<file path="config.mk">
export PLATFORM = sky130hd
export DESIGN_NAME = sop_pipe_array
export DESIGN_NICKNAME = d
export VERILOG_FILES = /design/src/rtl/sop_pipe_pkg.sv /design/src/rtl/sop_pipe_stage.sv /design/src/rtl/sop_pipe_array.sv
export SDC_FILE = /design/constraint.sdc
export NUM_CORES = 1
export LEC_CHECK = 0
export ABC_AREA = 1
export CORE_MARGIN = 8
export CORE_UTILIZATION = 41
export DETAILED_ROUTE_END_ITERATION = 12
export HOLD_SLACK_MARGIN = 0.12
export PLACE_DENSITY_LB_ADDON = 0.05
export REMOVE_ABC_BUFFERS = 1
export SLEW_MARGIN = 30
export SYNTH_ARGS = -nofsm -noshare
export SYNTH_HDL_FRONTEND = slang
export SYNTH_SLANG_ARGS = --single-unit
</file>
<file path="constraint.sdc">
create_clock -name clk -period 1.1 [get_ports clk]
set_input_delay 0.22 -clock clk [delete_from_list [all_inputs] [get_ports clk]]
set_output_delay 0.22 -clock clk [all_outputs]
set_load 0.02 [all_outputs]
</file>
<file path="src/rtl/sop_pipe_pkg.sv">
// Shared constants and term indexing for the pipelined SOP gate array.
// Default parameter values; term_off locates a product term inside in_data.
package sop_pipe_pkg;
  localparam int DEF_CHANNELS = 2;
  localparam int DEF_TERMS    = 2;
  localparam int DEF_TERM_W   = 3;
  localparam int DEF_CNT_W    = 16;

  function automatic int term_off(
    input int c,
    input int t,
    input int terms,
    input int tw
  );
    return (c * terms + t) * tw;
  endfunction
endpackage

</file>
<file path="src/rtl/sop_pipe_stage.sv">
// Generic valid/ready register slice.
// Loads whenever empty or drained downstream in the same cycle.
module sop_pipe_stage #(
  parameter int W = 8
) (
  input  logic         clk,
  input  logic         rst,
  input  logic         in_valid,
  output logic         in_ready,
  input  logic [W-1:0] in_data,
  output logic         out_valid,
  input  logic         out_ready,
  output logic [W-1:0] out_data
);
  assign in_ready = !out_valid | out_ready;

  always_ff @(posedge clk or posedge rst) begin
    if (rst) begin
      out_valid <= 1'b0;
      out_data  <= '0;
    end else if (in_ready) begin
      out_valid <= in_valid;
      if (in_valid) out_data <= in_data;
    end
  end
endmodule

</file>
<file path="src/rtl/sop_pipe_array.sv">
// Pipelined AND-OR / AND-OR-INVERT array with transfer counter.
// Define SOP_TERM_MASK_EN to add a runtime per-term enable mask.
module sop_pipe_array
  import sop_pipe_pkg::*;
#(
  parameter int CHANNELS = DEF_CHANNELS,
  parameter int TERMS    = DEF_TERMS,
  parameter int TERM_W   = DEF_TERM_W,
  parameter int CNT_W    = DEF_CNT_W
) (
  input  logic                         clk,
  input  logic                         rst,
`ifdef SOP_TERM_MASK_EN
  input  logic                         cfg_we,
  input  logic [CHANNELS*TERMS-1:0]    cfg_mask,
`endif
  input  logic                         in_valid,
  output logic                         in_ready,
  input  logic [CHANNELS*TERMS*TERM_W-1:0] in_data,
  input  logic [CHANNELS-1:0]          in_inv,
  output logic                         out_valid,
  input  logic                         out_ready,
  output logic [CHANNELS-1:0]          out_y,
  output logic [CNT_W-1:0]             xfer_cnt
);
  localparam int NT  = CHANNELS * TERMS;
  localparam int S1W = NT + CHANNELS;

  logic [NT-1:0]       mask;
  logic [NT-1:0]       terms;
  logic [NT-1:0]       s1_terms;
  logic [CHANNELS-1:0] s1_inv;
  logic [S1W-1:0]      s1_q;
  logic                s1_valid;
  logic                s2_ready;
  logic [CHANNELS-1:0] sop;

`ifdef SOP_TERM_MASK_EN
  logic [NT-1:0] mask_q;

  // Accepting beat sees the old mask; update lands on the edge.
  always_ff @(posedge clk or posedge rst) begin
    if (rst) mask_q <= '1;
    else if (cfg_we) mask_q <= cfg_mask;
  end

  assign mask = mask_q;
`else
  assign mask = '1;
`endif

  for (genvar c = 0; c < CHANNELS; c++) begin : g_ch
    for (genvar t = 0; t < TERMS; t++) begin : g_t
      localparam int OFF = term_off(c, t, TERMS, TERM_W);
      assign terms[c*TERMS+t] =
        (&in_data[OFF +: TERM_W]) & mask[c*TERMS+t];
    end
  end

  sop_pipe_stage #(.W(S1W)) u_s1 (
    .clk       (clk),
    .rst       (rst),
    .in_valid  (in_valid),
    .in_ready  (in_ready),
    .in_data   ({in_inv, terms}),
    .out_valid (s1_valid),
    .out_ready (s2_ready),
    .out_data  (s1_q)
  );

  assign s1_terms = s1_q[NT-1:0];
  assign s1_inv   = s1_q[S1W-1:NT];

  for (genvar c = 0; c < CHANNELS; c++) begin : g_or
    assign sop[c] = (|s1_terms[c*TERMS +: TERMS]) ^ s1_inv[c];
  end

  sop_pipe_stage #(.W(CHANNELS)) u_s2 (
    .clk       (clk),
    .rst       (rst),
    .in_valid  (s1_valid),
    .in_ready  (s2_ready),
    .in_data   (sop),
    .out_valid (out_valid),
    .out_ready (out_ready),
    .out_data  (out_y)
  );

  always_ff @(posedge clk or posedge rst) begin
    if (rst) xfer_cnt <= '0;
    else if (out_valid && out_ready) xfer_cnt <= xfer_cnt + 1'b1;
  end
endmodule

</file>
==> metrics.csv, run 1 <==
stage,metric,value,unit
logic_synthesis,muxShareOfSynthArea,1.83,%
placement,io_buffers,37,
worst_setup_path,startpoint,xfer_cnt[1]$_DFFE_PP0P_,
route,routedWlPerCell,12.1,µm
sta,worst_slew_pin_slew,294,ps
finish,n_antenna_cell,0,
logic_synthesis,synth_cells,139,
cts,cts_buffer_depth,2,
worst_setup_path,critPathArrivalTime,1560,ps
route,ant_nets,0,
route,drt_pre_antenna_iters,4,
die,die-width,70.8,µm
power,power_density,1470,nW/µm²
power,leakage,1.10,nW
power,ir_drop,1.03,mV
sta,rsz0062_at_grt,yes,
cts,path_clk_slew,140,ps
cts,htreeDepth,1,
worst_setup_path,rr_startpoint,xfer_cnt[1]$_DFFE_PP0P_,
cts,clockRootBuffer,clkbuf_4,
die,io_pins,38,
logic_synthesis,avgSynthCellArea,8.87,µm²
finish,final_nets,235,
finish,postLayoutCoreUtil,70.6,%
logic_synthesis,synth_simple_gate_area_share,25.5,%
global_route,grt_antenna_before_repair,0,
finish,drive_gt1_share,39.7,%
logic_synthesis,synth_top_family_by_area,simple AND/OR/NAND/NOR gates,
cts,cts_sinks,26,
die,initial_core_util,41.7,%
route,vias,1156,
placement,place_area,1850,µm²
finish,fin_area,2080,µm²
logic_synthesis,synth_fa_ha_area_share,1.02,%
worst_setup_path,r2r_setup_slack,-220,ps
worst_setup_path,worstSetupPathType,reg2reg,
sta,fmax,0.759,GHz
placement,dpl.hpwl,2.23,mm
global_route,first_global_vias,1208,
sta,period_needed,1320,ps
worst_setup_path,crit_path_end_kind,register,
logic_synthesis,ys_top_cells_by_area,"dfrtp_1 (53%), nand2_1 (11%), nand3_1 (5.7%)",
sta,setup_viol,24,
sta,fin_ws,-217,ps
global_route,grt.overflow.total,0,
worst_setup_path,r2r_cells,6,
logic_synthesis,yosysTopAreaCell,dfrtp_1,
die,core-area,2950,µm²
logic_synthesis,synth-xor-area-share,9.95,%
hold_path,hold_class,in2async,
worst_setup_path,endpoint,xfer_cnt[12]$_DFFE_PP0P_,
logic_synthesis,synth-compound-area-share,2.84,%
sta,period_share,120,%
placement,gpl.final_weighted_congestion,0.753,
finish,synthToLayoutAreaGrowth,69.0,%
sta,maxSlewViolCount,0,
logic_synthesis,yosys_warnings,0,
route,route.detailed.drc,0,
sta,finalHoldViolations,0,
logic_synthesis,synth.top_cell.area_share,52.8,%
flow_run,maxCapViolations,0,
route,via_per_inst,4.68,
global_route,grt_pass1_wl,5.07,mm
run_status,violations,setup timing,
global_route,track_usage,12.3,%
worst_setup_path,cp_max_fo,4,
logic_synthesis,synth.yosys.seq_area_share,52.8,%
die,die_y,70.8,µm
route,drt-total-wl,3.00,mm
worst_setup_path,r2r_end,xfer_cnt[12]$_DFFE_PP0P_,
route,dr.first_iter.drc_count,31,
cts,clock_latency,310,ps
worst_setup_path,start_kind,register,
sta,slew_headroom,80.2,%
cts,cts_tree,done,
logic_synthesis,netlist_area,1230,µm²
run_status,status,finished with violations,
global_route,grt_max_degree,27,
logic_synthesis,ys_types,18,
sta,clock_skew,7.70,ps
cts,cts_buffers,3,
logic_synthesis,synth.ff_latch_count,26,
die,die_area,5020,µm²
worst_setup_path,required,1340,ps
die,rows,20,
-- how the worst min path moves through the flow --
stage | start | to | slack [ps] | depth (start not counted)
6_report | rst | u_s1.out_valid$_DFFE_PP0P_ | 220 | 3
5_1_grt | rst | u_s1.out_valid$_DFFE_PP0P_ | 250 | 3
4_1_cts | rst | u_s1.out_data[5]$_DFFE_PP0P_ | 230 | 3
3_5_place_dp | u_s1.out_data[2]$_DFFE_PP0P_ | u_s1.out_data[2]$_DFFE_PP0P_ | 470 | 2
3_3_place_gp | u_s1.out_valid$_DFFE_PP0P_ | u_s2.out_valid$_DFFE_PP0P_ | 460 | 2
2_1_floorplan | rst | u_s1.out_data[0]$_DFFE_PP0P_ | 260 | 1
-- cells in the final DEF (no fill, tap or decap), types with 2 or more instances in the layout --
master | netlist | routed
buf_6 | 0 | 25
nand2_1 | 36 | 34
clkbuf_4 | 0 | 3
clkdlybuf4s50_1 | 0 | 16
xnor2_1 | 6 | 5
nor2_2 | 1 | 4
inv_1 | 18 | 16
dfrtp_1 | 26 | 25
nor2_1 | 12 | 7
nand2_4 | 1 | 4
nand3_2 | 0 | 4
nand3_1 | 14 | 10
mux2_4 | 0 | 2
nor2_4 | 2 | 4
buf_4 | 1 | 30
xor2_1 | 8 | 8
o21ai_0 | 6 | 4
-- critical path, cell delays in order, from the launching register on --
cell	delay, ps
dfrtp_1	430
ha_2	210
nand3_2	90
nor2_4	170
nand2_4	110
nor2_4	90
xor2_1	150
-- layer usage --
layer	global-route usage [%]	routed length (µm)	share of wire (%)
met1	12.6	1140	38
met2	22.9	1660	55
met3	3.53	163	5.4
met4	4.62	30	1.0
met5	0	0	0
-- what timing repair did --
item / CTS / global route
hold buffers: 0 / 0
setup buffers: 2 / 7
gates resized for setup: 136 / 19
pin swaps: 4 / 5
gates cloned: 0 / 0
setup endpoints to repair: 43 / 44
-- per-stage QoR --
| stage | total power [mW] | TNS, ps | setup slack, ps | hold slack, ps | instances |
|---|---|---|---|---|---|
| floorplan | 1.79 | -3340 | -270 | 260 | 138 |
| global placement | 2.35 | -10250 | -578 | 461 | 235 |
| detailed placement | 2.38 | -10740 | -572 | 474 | 235 |
| CTS | 2.89 | -2180 | -208 | 227 | 240 |
| global route | 3.25 | -4070 | -270 | 247 | 247 |
| finish | 3.06 | -2210 | -217 | 217 | 247 |
-- synth_stat cells --
| cell | n |
|---|---|
| nand2_1 | 36 |
| dfrtp_1 | 26 |
| inv_1 | 18 |
| nand3_1 | 14 |
| nor2_1 | 12 |
| xor2_1 | 8 |
| o21ai_0 | 6 |
| xnor2_1 | 6 |
| mux2_2 | 2 |
| nand2_2 | 2 |
| nor2_4 | 2 |
| a21oi_1 | 1 |
| buf_4 | 1 |
| ha_1 | 1 |
| nand2_4 | 1 |
| nand4_1 | 1 |
| nor2_2 | 1 |
| nor3_1 | 1 |
-- state kept, by name, summed over array words and instances (netlist names) --
register        cells
u_s1.out_data       6
u_s1.out_valid      1
u_s2.out_data       2
u_s2.out_valid      1
xfer_cnt           16
-- report_power, final --
| group | switching (mW) | internal, mW |
|---|---|---|
| Sequential | 0.162 | 1.13 |
| Combinational | 0.605 | 0.764 |
| Clock | 0.270 | 0.128 |
| Total | 1.04 | 2.02 |
-- kinds of logic after synthesis --
group	count (synthesis)
simple gates	70
flops	26
buf+inv	19
xor+xnor	14
compound gates	7
mux	2
fa+ha+maj	1
-- area by class of cell --
cell class	count	area (µm²)
well taps	33	41.3
inverters	18	70.1
fillers	225	870
flip-flops and latches	26	652
repair buffers	73	696
multi-input cells	94	602
clock buffers	3	22.5
No activity file was read; power rests on OpenSTA's default activity.
==> run 2: changes to the inputs <==
--- a/config.mk
+++ b/config.mk
@@ -5,9 +5,8 @@
 export SDC_FILE = /design/constraint.sdc
 export NUM_CORES = 1
 export LEC_CHECK = 0
-export ABC_AREA = 1
 export CORE_MARGIN = 8
-export CORE_UTILIZATION = 41
+export CORE_UTILIZATION = 40
 export DETAILED_ROUTE_END_ITERATION = 12
 export HOLD_SLACK_MARGIN = 0.12
 export PLACE_DENSITY_LB_ADDON = 0.05
==> run 2 against run 1 <==
Net effect: the flow still finishes with violations (setup timing); combinational power fell by 7%; die area is 5.3% lower; first-iteration DRC count decreased by 29%; final area is 8.0% lower; synthesized cell count fell by 28%; clock skew is 5.5 ps lower; highest routed layer unchanged.
==> metrics.csv, run 2 <==
stage,metric,value,unit
worst_setup_path,worstSetupPathType,reg2reg,
logic_synthesis,synth.top_cell.area_share,58.0,%
cts,cts_buffer_depth,2,
power,intPower,1.95,mW
worst_setup_path,start_kind,register,
route,route.detailed.drc,0,
logic_synthesis,synth.yosys.seq_area_share,58.0,%
cts,clock_latency,310,ps
cts,path_clk_slew,130,ps
route,vias,978,
sta,finalSetupTns,-3230,ps
sta,setup_viol,29,
flow_run,maxCapViolations,0,
worst_setup_path,slowest_delay,410,ps
logic_synthesis,yosysMostFrequentCell,dfrtp_1,
global_route,grt.overflow.total,0,
finish,fin_area,1920,µm²
power,ir_drop,1.65,mV
finish,top_register,xfer_cnt,
sta,rsz0062_at_grt,yes,
finish,reg_top3,"xfer_cnt: 16 flops, u_s1.out_data: 6 flops, u_s2.out_data: 2 flops",
cts,cts_tree,done,
worst_setup_path,crit_family,simple AND/OR/NAND/NOR gates,
finish,layout_common_cells,"buf_4 (29), dfrtp_1 (26), buf_6 (20), clkdlybuf4s50_1 (16), xnor2_1 (10)",
route,via_per_inst,4.77,
power,p_sw_share,32.9,%
placement,dpl.hpwl,1.99,mm
global_route,first_global_vias,988,
run_status,status,finished with violations,
logic_synthesis,ys.flop_type,dfrtp_1,
logic_synthesis,ys_top_cells_by_area,"dfrtp_1 (58%), xnor2_1 (7.8%), xor2_1 (5.5%)",
sta,maxSlewViolCount,0,
route,ant_nets,0,
power,power_density,1520,nW/µm²
logic_synthesis,yosysTopAreaCell,dfrtp_1,
cts,cts_buffers,3,
die,initial_core_util,41.4,%
route,dr.first_iter.drc_count,22,
sta,finalHoldViolations,0,
die,die-width,68.9,µm
global_route,track_usage,12.0,%
worst_setup_path,cp_cell_sequence,"ha_1, nand3_2, or3_4, nor3_2, xor2_1",
die,core-area,2710,µm²
die,die_y,68.9,µm
finish,postLayoutCoreUtil,70.7,%
cts,cts_sinks,26,
placement,io_buffers,37,
hold_path,hold_class,in2async,
die,io_pins,38,
worst_setup_path,cp_slowest_cell,or3_4,
placement,place_area,1730,µm²
die,die_area,4750,µm²
logic_synthesis,synth.ff_latch_count,26,
finish,drive_gt1_share,44.8,%
finish,n_antenna_cell,0,
sta,worst_slew_pin_slew,229,ps
worst_setup_path,cp.buffers_inverters,0,
cts,clockRootBuffer,clkbuf_4,
sta,fin_ws,-316,ps
worst_setup_path,crit_path_end_kind,register,
power,p_total,2.91,mW
power,power.switching,959,µW
global_route,grt_max_degree,27,
sta,period_share,129,%
logic_synthesis,yosys_warnings,0,
sta,fmax,0.706,GHz
placement,pre_cts_ws,-660,ps
finish,synthToLayoutAreaGrowth,71.0,%
route,drt_pre_antenna_iters,3,
logic_synthesis,synth_edf_count,0,
logic_synthesis,avgSynthCellArea,11.2,µm²
logic_synthesis,ys_types,21,
power,p_clk_share,13.3,%
power,power_frac_comb,43.4,%
power,leakage,0.937,nW
die,rows,19,
run_status,violations,setup timing,
sta,slew_headroom,84.7,%
power,seq_power_share,43.2,%
logic_synthesis,netlist_area,1120,µm²
sta,clock_skew,2.16,ps
logic_synthesis,async_flop_share,100,%
finish,layout_commonest_cell,buf_4,
logic_synthesis,synth_top_cells_by_count,"dfrtp_1 (26), nand2_1 (13), xnor2_1 (10)",
route,drt-total-wl,2.70,mm
global_route,grt_pass1_wl,4.36,mm
worst_setup_path,cp_max_fo,3,
worst_setup_path,required,1350,ps
finish,largest_reg_flops,16,
logic_synthesis,synth_cells,100,
finish,final_nets,195,
placement,gpl.final_weighted_congestion,0.767,
route,routedWlPerCell,13.2,µm
worst_setup_path,critPathArrivalTime,1670,ps
global_route,grt_antenna_before_repair,0,
cts,htreeDepth,1,
sta,period_needed,1420,ps
## run 2: cell types whose count changed after synthesis, sizes merged, moves of 3 or more
cell,previous run,this run
and4,0,3
xnor2,6,10
nand3,14,9
inv,18,4
nor2,15,5
nand2,39,13
## run 2: cell families after synthesis
logic type / synth area share, %
DFF: 58.0
and+or+nand+nor: 20.5
buffers and inverters: 1.34
adders and majority gates: 1.12
muxes: 3.01
AOI/OAI and AO/OA: 2.68
xor gates and xnor gates: 13.3
## run 2: tightest hold or removal path, delay by kind of cell
kind	cells	cell delay, ps
buffers and inverters	3	680
## run 2: repair_timing
action | CTS | global route
pin swaps | 5 | 10
hold buffers | 0 | 0
setup buffers | 4 | 5
endpoints found under the setup margin | 39 | 42
resized for setup | 123 | 23
## run 2: final cells by class
cell class / count / area [µm²]
inverter: 4 / 15.0
sequential: 26 / 651
clock buffer: 3 / 22.5
timing repair buffer: 71 / 662
multi-input combinational: 70 / 528
fill: 209 / 793
tap: 31 / 38.8
## run 2: final timing paths
| path | start | to | slack, ps | depth (start not counted) |
|---|---|---|---|---|
| min reg2reg | u_s1.out_data[2]$_DFFE_PP0P_ | u_s1.out_data[2]$_DFFE_PP0P_ | 540 | 2 |
| max in group asynchronous | rst | xfer_cnt[7]$_DFFE_PP0P_ | 730 | 3 |
| max reg2reg | xfer_cnt[0]$_DFFE_PP0P_ | xfer_cnt[12]$_DFFE_PP0P_ | -320 | 5 |
| min | rst | xfer_cnt[11]$_DFFE_PP0P_ | 220 | 3 |
| max | xfer_cnt[0]$_DFFE_PP0P_ | xfer_cnt[12]$_DFFE_PP0P_ | -320 | 5 |
| min in group clk | in_data[7] | u_s1.out_data[2]$_DFFE_PP0P_ | 440 | 3 |
## run 2: per-stage QoR
step | instances | hold slack, ps
final | 205 | 217
after global routing | 205 | 215
after CTS | 200 | 215
after detailed placement | 193 | 470
after global placement | 193 | 465
after floorplan | 100 | 260
## run 2: metal layers
layer	global-route usage, %	up-vias	share of wire, %
met4	4.51	0	1.2
met5	0	-	0
met2	20.5	21	52
li1	-	482	-
met1	14.1	471	41
met3	2.91	4	5.5
## run 2: power groups by stage
stage / Clock (mW) / Combinational [mW] / Sequential [mW]
after global routing: 0.455 / 1.37 / 1.28
after global placement: 0 / 1.10 / 1.26
after detailed placement: 0 / 1.12 / 1.26
final: 0.388 / 1.27 / 1.26
after floorplan: 0 / 0.281 / 1.45
after CTS: 0.414 / 1.20 / 1.25
==> run 3: changes to the inputs <==
--- a/config.mk
+++ b/config.mk
@@ -5,6 +5,8 @@
 export SDC_FILE = /design/constraint.sdc
 export NUM_CORES = 1
 export LEC_CHECK = 0
+export ABC_CLOCK_PERIOD_IN_PS = 1100
+export CAP_MARGIN = 15
 export CORE_MARGIN = 8
 export CORE_UTILIZATION = 40
 export DETAILED_ROUTE_END_ITERATION = 12
==> results of run 3 <==
The final DEF is identical to that of run 2; final timing and power are the same.
